## src/rtl/flit_depacketizer_if.sv

```systemverilog
// Flit-in / word-out bus of the depacketizer: flit stream, framed payload stream and status.
// The slave modport is the depacketizer's view; master is the attached environment.
interface flit_depacketizer_if #(
    parameter int FLIT_DATA_WIDTH = 32,
    parameter int FLIT_TYPE_WIDTH = 2,
    parameter int FLIT_WIDTH      = FLIT_DATA_WIDTH + FLIT_TYPE_WIDTH
);
    logic [FLIT_WIDTH-1:0]      in_flit;
    logic                       in_valid;
    logic                       in_ready;
    logic [FLIT_DATA_WIDTH-1:0] out_data;
    logic                       out_valid;
    logic                       out_ready;
    logic                       out_sop;
    logic                       out_eop;
    logic [7:0]                 out_src;
    logic [7:0]                 out_dest;
    logic                       err;
    logic [2:0]                 err_code;
    logic [15:0]                pkt_count;

    modport slave (
        input  in_flit, in_valid, out_ready,
        output in_ready, out_data, out_valid, out_sop, out_eop,
        output out_src, out_dest, err, err_code, pkt_count
    );

    modport master (
        output in_flit, in_valid, out_ready,
        input  in_ready, out_data, out_valid, out_sop, out_eop,
        input  out_src, out_dest, err, err_code, pkt_count
    );
endinterface

```

## src/rtl/flit_depacketizer.sv

```systemverilog
// Strips head flits from the incoming flit stream, emits framed payload words,
// flags framing violations against the head length and counts delivered packets.
module flit_depacketizer #(
    parameter int FLIT_DATA_WIDTH = 32,
    parameter int FLIT_TYPE_WIDTH = 2,
    parameter int FLIT_WIDTH      = FLIT_DATA_WIDTH + FLIT_TYPE_WIDTH,
    parameter int MAX_LEN         = 256
) (
    input logic                clk,
    input logic                rst,
    flit_depacketizer_if.slave bus
);
    localparam int CW = $clog2(MAX_LEN) + 1;
    localparam logic [FLIT_TYPE_WIDTH-1:0] T_BODY = 2'b00;
    localparam logic [FLIT_TYPE_WIDTH-1:0] T_HEAD = 2'b01;
    localparam logic [FLIT_TYPE_WIDTH-1:0] T_TAIL = 2'b10;

    typedef enum logic [1:0] {IDLE, PAYLOAD, DROP} state_t;

    state_t                     state;
    logic [CW-1:0]              count;
    logic [CW-1:0]              len_q;
    logic [CW-1:0]              count_next;
    logic [FLIT_TYPE_WIDTH-1:0] ftype;
    logic [FLIT_DATA_WIDTH-1:0] fdata;
    logic [15:0]                hlen;
    logic                       hlen_ok;
    logic                       accept;

    // Outside PAYLOAD a head must wait for the last beat to drain so the
    // packet IDs never change underneath a pending beat.
    always_comb begin
        ftype      = bus.in_flit[FLIT_WIDTH-1 -: FLIT_TYPE_WIDTH];
        fdata      = bus.in_flit[FLIT_DATA_WIDTH-1:0];
        hlen       = fdata[15:0];
        hlen_ok    = (hlen != 16'd0) && (hlen <= 16'(MAX_LEN));
        count_next = count + 1'b1;
        if (state == PAYLOAD)
            bus.in_ready = !bus.out_valid || bus.out_ready;
        else
            bus.in_ready = !bus.out_valid;
        accept = bus.in_valid && bus.in_ready;
    end

    always_ff @(posedge clk) begin
        if (rst) begin
            state         <= IDLE;
            count         <= '0;
            len_q         <= '0;
            bus.out_data  <= '0;
            bus.out_valid <= 1'b0;
            bus.out_sop   <= 1'b0;
            bus.out_eop   <= 1'b0;
            bus.out_src   <= '0;
            bus.out_dest  <= '0;
            bus.err       <= 1'b0;
            bus.err_code  <= '0;
            bus.pkt_count <= '0;
        end else begin
            bus.err      <= 1'b0;
            bus.err_code <= '0;

            if (bus.out_valid && bus.out_ready) begin
                bus.out_valid <= 1'b0;
                if (bus.out_eop)
                    bus.pkt_count <= bus.pkt_count + 16'd1;
            end

            if (accept) begin
                case (ftype)
                    T_HEAD: begin
                        if (hlen_ok) begin
                            bus.out_dest <= fdata[31:24];
                            bus.out_src  <= fdata[23:16];
                            len_q        <= hlen[CW-1:0];
                            count        <= '0;
                            state        <= PAYLOAD;
                        end else begin
                            state <= DROP;
                        end
                        // An abort takes precedence so one head reports one error.
                        if (state == PAYLOAD) begin
                            bus.err      <= 1'b1;
                            bus.err_code <= 3'd5;
                        end else if (state == IDLE && !hlen_ok) begin
                            bus.err      <= 1'b1;
                            bus.err_code <= 3'd1;
                        end else if (state == DROP && !hlen_ok) begin
                            bus.err      <= 1'b1;
                            bus.err_code <= 3'd1;
                        end
                    end
                    T_BODY, T_TAIL: begin
                        case (state)
                            IDLE: begin
                                bus.err      <= 1'b1;
                                bus.err_code <= 3'd2;
                            end
                            DROP: begin
                                if (ftype == T_TAIL)
                                    state <= IDLE;
                            end
                            default: begin
                                if (ftype == T_TAIL || count_next < len_q) begin
                                    bus.out_valid <= 1'b1;
                                    bus.out_data  <= fdata;
                                    bus.out_sop   <= (count == '0);
                                    bus.out_eop   <= (ftype == T_TAIL);
                                    count         <= count_next;
                                    if (ftype == T_TAIL) begin
                                        state <= IDLE;
                                        if (count_next != len_q) begin
                                            bus.err      <= 1'b1;
                                            bus.err_code <= 3'd3;
                                        end
                                    end
                                end else begin
                                    bus.err      <= 1'b1;
                                    bus.err_code <= 3'd4;
                                    state        <= DROP;
                                end
                            end
                        endcase
                    end
                    default: begin
                        if (state != DROP) begin
                            bus.err      <= 1'b1;
                            bus.err_code <= 3'd7;
                            if (state == PAYLOAD)
                                state <= DROP;
                        end
                    end
                endcase
            end
        end
    end
endmodule

```

## src/flat_wrapper.sv

```systemverilog
// flat-port wrapper written by rule: the top's interface ports become plain ports
module flit_depacketizer_flat 
#(
    parameter int FLIT_DATA_WIDTH = 32,
    parameter int FLIT_TYPE_WIDTH = 2,
    parameter int FLIT_WIDTH      = FLIT_DATA_WIDTH + FLIT_TYPE_WIDTH,
    parameter int MAX_LEN         = 256
)
  (clk, rst, bus_in_flit, bus_in_valid, bus_out_ready, bus_in_ready, bus_out_data, bus_out_valid, bus_out_sop, bus_out_eop, bus_out_src, bus_out_dest, bus_err, bus_err_code, bus_pkt_count);
  flit_depacketizer_if #(.FLIT_DATA_WIDTH(FLIT_DATA_WIDTH), .FLIT_TYPE_WIDTH(FLIT_TYPE_WIDTH), .FLIT_WIDTH(FLIT_WIDTH)) bus_i ();
  input logic clk;
  input logic rst;
  input wire logic [$bits(bus_i.in_flit)-1:0] bus_in_flit;
  input wire logic [$bits(bus_i.in_valid)-1:0] bus_in_valid;
  input wire logic [$bits(bus_i.out_ready)-1:0] bus_out_ready;
  output wire logic [$bits(bus_i.in_ready)-1:0] bus_in_ready;
  output wire logic [$bits(bus_i.out_data)-1:0] bus_out_data;
  output wire logic [$bits(bus_i.out_valid)-1:0] bus_out_valid;
  output wire logic [$bits(bus_i.out_sop)-1:0] bus_out_sop;
  output wire logic [$bits(bus_i.out_eop)-1:0] bus_out_eop;
  output wire logic [$bits(bus_i.out_src)-1:0] bus_out_src;
  output wire logic [$bits(bus_i.out_dest)-1:0] bus_out_dest;
  output wire logic [$bits(bus_i.err)-1:0] bus_err;
  output wire logic [$bits(bus_i.err_code)-1:0] bus_err_code;
  output wire logic [$bits(bus_i.pkt_count)-1:0] bus_pkt_count;
  assign bus_i.in_flit = bus_in_flit;
  assign bus_i.in_valid = bus_in_valid;
  assign bus_i.out_ready = bus_out_ready;
  assign bus_in_ready = bus_i.in_ready;
  assign bus_out_data = bus_i.out_data;
  assign bus_out_valid = bus_i.out_valid;
  assign bus_out_sop = bus_i.out_sop;
  assign bus_out_eop = bus_i.out_eop;
  assign bus_out_src = bus_i.out_src;
  assign bus_out_dest = bus_i.out_dest;
  assign bus_err = bus_i.err;
  assign bus_err_code = bus_i.err_code;
  assign bus_pkt_count = bus_i.pkt_count;
  flit_depacketizer #(.FLIT_DATA_WIDTH(FLIT_DATA_WIDTH), .FLIT_TYPE_WIDTH(FLIT_TYPE_WIDTH), .FLIT_WIDTH(FLIT_WIDTH), .MAX_LEN(MAX_LEN)) u_core (.clk(clk), .rst(rst), .bus(bus_i));
endmodule
```

## config.mk

```make
export PLATFORM = sky130hd
export DESIGN_NAME = flit_depacketizer_flat
export DESIGN_NICKNAME = d
export VERILOG_FILES = /design/src/rtl/flit_depacketizer_if.sv /design/src/rtl/flit_depacketizer.sv /design/src/flat_wrapper.sv
export SDC_FILE = /design/constraint.sdc
export NUM_CORES = 1
export LEC_CHECK = 0
export ABC_AREA = 1
export CELL_PAD_IN_SITES_DETAIL_PLACEMENT = 0
export CELL_PAD_IN_SITES_GLOBAL_PLACEMENT = 1
export CORE_ASPECT_RATIO = 1.4
export CORE_MARGIN = 2
export CORE_UTILIZATION = 37
export DETAILED_ROUTE_END_ITERATION = 10
export PLACE_DENSITY_LB_ADDON = 0.25
export SETUP_SLACK_MARGIN = 0.02
export SLEW_MARGIN = 0
export SYNTH_ARGS = -nofsm -noshare
export SYNTH_HDL_FRONTEND = slang
export SYNTH_SLANG_ARGS = --single-unit
```

## constraint.sdc

```tcl
create_clock -name clk -period 7.39 [get_ports clk]
set_input_delay 0.739 -clock clk [delete_from_list [all_inputs] [get_ports clk]]
set_output_delay 0.739 -clock clk [all_outputs]
set_load 0.1 [all_outputs]
```

### After elaboration in Yosys (flattened, before gate mapping)

Index checks and enable logic that the tools add are counted.

| word-level totals | value |
|---|---|
| register bits | 91 |
| bits in latches | 0 |
| RAM bits | 0 |
| bits in read-only memories | 0 |
| output and inout bits | 72 |
| memories | 0 |

| operators by class | value |
|---|---|
| add/subtract/negate cells | 2 |
| multiply operators | 0 |
| divide/modulo/power cells | 0 |
| $lt $le $gt $ge | 2 |
| eq/ne operators | 10 |
| shift-type cells | 0 |
| multiplexer cells | 35 |
| bitwise gates (word level) | 2 |
| reductions and logical operators | 24 |

Operators by type and width:

| kind | number |
|---|---|
| $mux W9 | 3 |
| $pmux W9 S2 | 1 |
| $add A16 B1 Y16 const B | 1 |
| $le A16 B9 Y1 const B | 1 |
| $reduce_bool A16 Y1 | 1 |
| $mux W3 | 5 |
| $mux W1 | 14 |
| $mux W2 | 6 |
| $pmux W3 S2 | 2 |
| $add A9 B1 Y9 const B | 1 |
| $logic_not A9 Y1 | 1 |
| $lt A9 B9 Y1 | 1 |
| $ne A9 B9 Y1 | 1 |
| $pmux W2 S2 | 2 |
| $reduce_and A4 Y1 | 2 |
| $ne A2 B2 Y1 const B | 3 |
| $reduce_bool A3 Y1 | 2 |
| $reduce_or A2 Y1 | 3 |
| $logic_and A1 B1 Y1 | 5 |
| $reduce_and A5 Y1 | 1 |
| $eq A2 B1 Y1 const B | 2 |
| $eq A2 B2 Y1 const B | 2 |
| $logic_not A2 Y1 | 2 |
| $ne A2 B1 Y1 const B | 2 |
| other kinds (7) | 11 |

### Depth between registers and ports, before layout

| logic depth | value |
|---|---|
| depth after elaboration | 8 |
| depth in mapped cells | 19 |
| depth with buffers taken out | 19 |

### Worst setup path after synthesis

Ideal clock, no wire load.

| timing | value |
|---|---|
| path kind | register to register |
| start point | reg u_core.count[0] |
| end point | reg u_core.count[5] |
| setup time | 115 ps |
| data arrival time | 2281 ps |
| data required time | 7275 ps |
| path slack | 4994 ps |
| cell stages (with the launch flop) | 17 |
| path buffers | 1 |
| clock period less this slack | 2396 ps |
| cell sequence | dfxtp_1 -> inv_1 -> nor3_1 -> nand2_1 -> xor2_1 -> ha_1 -> nand2_1 -> inv_1 -> a21oi_1 -> nand3_1 -> nand2_1 -> nand2_1 -> nand2_1 -> buf_2 -> nand3_1 -> nand2_1 -> nor2_1 |

| on the way | value |
|---|---|
| longest elaborated chain between the ends | 5 |
| elaborated cells on any way between the ends | 8 |

RTL lines:

| element | line | source |
|---|---|---|
| from (decl) | flit_depacketizer.sv:21 | `logic [CW-1:0] count;` |
| from (signal assigned) | flit_depacketizer.sv:109 | `count <= count_next;` |
| $add A9 B1 Y9 * | flit_depacketizer.sv:37 | `count_next = count + 1'b1;` |
| $lt A9 B9 Y1 | flit_depacketizer.sv:104 | `if (ftype == T_TAIL \|\| count_next < len_q) begin` |
| $logic_or A1 B1 Y1 | flit_depacketizer.sv:104 |  |
| $ne A2 B1 Y1 (no source line) | -- |  |
| $reduce_and A5 Y1 (no source line) | -- |  |

Every way passes the cells marked *; elsewhere a longest branch is shown, timed or not. The select of a mux whose other input is x is not followed.
A chain may end at the register's enable or synchronous reset.

### Worst setup path in the final report

| timing | value |
|---|---|
| start point | reg u_core.count[0] |
| end point | reg u_core.bus.out_data[5] |

| on the way | value |
|---|---|
| longest elaborated chain between the ends | 4 |

RTL lines:

| element | line | source |
|---|---|---|
| $add A9 B1 Y9 | flit_depacketizer.sv:37 |  |
| $lt A9 B9 Y1 | flit_depacketizer.sv:104 |  |
| $logic_or A1 B1 Y1 | flit_depacketizer.sv:104 |  |
| $reduce_and A4 Y1 (no source line) | -- |  |
| to (signal assigned) | flit_depacketizer.sv:106 | `bus.out_data <= fdata;` |
| to (decl) | flit_depacketizer_if.sv:24 | `output in_ready, out_data, out_valid, out_sop, out_eop,` |

Every way passes these cells.

==> metrics.cfg <==
[power_and_ir_drop]
p_seq_frac = 0.464
swShare = 0.2795
clockPowerShare = 0.384
finalPower_w = 0.001098
p_int_w = 0.0007910
total_leakage_power_nw = 2.113
power.density_nw_per_um2 = 195.4
p_comb_frac = 0.153
p_sw_w = 0.0003069
vdd_drop_max_mv = 0.1012

[sta]
setup_violations = 0
max_freq_ghz = 0.2966
finalCritPeriodShare = 0.4563
drv_slew = 0
worst_pin_slew_ns = 1.019
clock_skew_ns = 0.006246
hold_viol = 0
final.setup.tns_ns = 0
rsz0062_at_grt = no
holdWs_ns = 0.4411
min_period_ns = 3.372
maxSlewHeadroom = 0.3187

[logic_synthesis]
synth_most_common_cell = inv_1
synthArstFlopShare = 0
synth_area_leaders = dfxtp_1, a21oi_1, inv_1, o21ai_0, nand2_1
synth_commonest_cells = inv_1, dfxtp_1, a21oi_1
synth_top_flop_cell = dfxtp_1
synth_edf_count = 0
ys_seq_elements = 91
syn_inst = 578
synth_top_area_frac = 0.4338
synthesis.nets = 628
yosysWarningCount = 0
yosysTopAreaCell = dfxtp_1
syn_avg_cell_area_um2 = 7.265
syn_area_um2 = 4199
ys_types = 34
seq_area_frac_synth = 0.4338

[worst_setup_path]
r2r_cells = 13
required_ns = 7.59
reg2reg_to = u_core.bus.out_data[5]
cp_top_family = simple AND/OR/NAND/NOR gates
start_kind = register
max_stage_delay_ns = 0.51
crit_slowest_cell = nand3_4
endpoint_kind = register
rrSetupSlack_ns = 4.02
cp.buffers_inverters = 2
cp_common_cell = nand2_1
crit_arrival_ns = 3.57
r2r-start = u_core.count[0]
worstPathMaxFanout = 68
path_cells = inv_1, nor3_1, nand2_1, xor2_1, ha_1, nand2_1, inv_1, a21oi_1, nand3_1, nand2_1, nand3_4, o21ai_0, a21oi_1
setup.worst_path.class = reg2reg

[clock_network]
post_cts_resized = 0
clock_path_buffers = 2
cts_hold_buf = 0
cts_buffers = 9
cts_tree = yes
clockRootBuffer = clkbuf_16
post-cts-setup-buffers = 0
h-tree-depth = 3
cts_sinks = 91
clk_pin_slew_ns = 0.06
clock_latency_ns = 0.34

[grt]
grt_max_degree = 69
overflow = 0
antenna_found_initial = 0
grt_util_all_layers = 0.1747
grt_pass1_vias = 3573
grt_pass1_wl_mm = 16.72

[placed_design]
gp_congestion = 0.8287
dp_hpwl_mm = 7.783
port_buffers = 109

[floorplan]
ioPinCount = 110
row_count = 46
core-area_um2 = 11220
dieArea_um2 = 12230
dieWidth_um = 94.04
die_h_um = 130.1
start_util = 0.3741

[finish]
nets = 725
antenna_cells = 0
synthToLayoutAreaGrowth_pct = 33.82
drive_gt1_frac = 0.04713

[routing]
vias = 3882
drc = 0
routed_wirelength_mm = 10.42
ant_nets = 0
wire_per_inst_um = 12.66
first_iter_violations = 119
post_drt_via_cell_ratio = 4.717
first_pass_iters = 4

[status]
status = completed

[hold_path]
min_path_cells = 2
hold_path.class = reg2reg
hp-start = u_core.bus.out_dest[6]
hold_path_end = u_core.bus.out_dest[6]

[flow_run]
max_cap_violations = 0

-- per-layer routing --
layer / GRT usage / share of wire / vias up
met5: 0 / 0 / -
met4: 0.06820 / 0.015 / 0
met3: 0.03464 / 0.043 / 10
met2: 0.3282 / 0.54 / 75
met1: 0.1907 / 0.40 / 1754
li1: - / - / 2043
-- flip-flops by register name, indices dropped and copies added, names as in the netlist, 2 cells and up --
signal and flops:
u_core.state 2, u_core.bus.out_src 8, u_core.bus.pkt_count 16, u_core.bus.out_dest 8, u_core.len_q 9, u_core.count 9, u_core.bus.err_code 3, u_core.bus.out_data 32
-- cells by family (layout without fill, tap and decap cells) --
logic type                 Yosys count  count (layout)  share of synthesized area
DFF                                 91              91                     0.4339
AOI/OAI and AO/OA                  157             157                     0.1913
and+or+nand+nor                    178             178                     0.1952
buffers and inverters              133             234                     0.1293
adders and majority gates           12              12                    0.03576
xor gates and xnor gates             7               7                    0.01460
-- worst max path at each step --
stage,from,end,slack [ns],depth (start not counted)
2_1_floorplan,u_core.count[0],u_core.count[5],4.99,16
3_3_place_gp,bus_out_ready,bus_in_ready,4.04,4
3_5_place_dp,bus_out_ready,bus_in_ready,4.03,4
4_1_cts,bus_out_ready,bus_in_ready,4.03,4
5_1_grt,u_core.count[0],u_core.bus.out_data[16],3.69,13
6_report,u_core.count[0],u_core.bus.out_data[5],4.02,13
-- placed cells by master, fill, tap and decap left out, types with 3 or more instances in the layout --
cell             Yosys  final
a21oi_1             81     81
clkbuf_16            0      9
clkdlybuf4s50_1      0    109
clkinv_4             1      3
dfxtp_1             91     91
ha_1                12     12
inv_1              106    105
nand2_1             76     76
nand3_1             25     25
nand4_1              6      6
nor2_1              47     47
nor2_2               4      4
nor2_4               3      3
nor3_1               8      8
o21ai_0             68     68
xor2_1               7      7
-- cell type report --
class	instances	area (µm²)
clock buffers	11	242.7
clock inverters	4	27.53
fillers	1180	5604
inverters	109	414.1
multi-input cells	354	1834
flip-flops and latches	91	1822
well taps	144	180.2
repair buffers	110	1099
-- power by group through the flow --
stage / sequential [W] / combinational [W] / clock, W
floorplan: 0.000565 / 0.0000703 / 0
global placement: 0.000520 / 0.000167 / 0
detailed placement: 0.000520 / 0.000168 / 0
CTS: 0.000509 / 0.000169 / 0.000435
global route: 0.000510 / 0.000184 / 0.000455
finish: 0.000509 / 0.000168 / 0.000421
-- worst reg2reg max path: cells and delay by family (launching register included) --
family,cells,cell delay (ns)
xor gates and xnor gates,1,0.26
DFF,1,0.39
buffers and inverters,2,0.14
and+or+nand+nor,6,1.48
adders and majority gates,1,0.29
AOI/OAI and AO/OA,3,0.69
-- metrics by stage --
step / utilization / setup slack (ns) / std cells / area [µm²]
2_1_floorplan: - / 4.994 / 578 / 4199
3_3_place_gp: 0.4766 / 4.040 / 808 / 5349
3_5_place_dp: 0.4766 / 4.034 / 808 / 5349
4_1_cts: 0.5007 / 4.029 / 823 / 5619
5_1_grt: 0.5007 / 3.694 / 823 / 5619
6_report: 0.5007 / 4.018 / 823 / 5619
No activity file was read; power rests on OpenSTA's default activity.
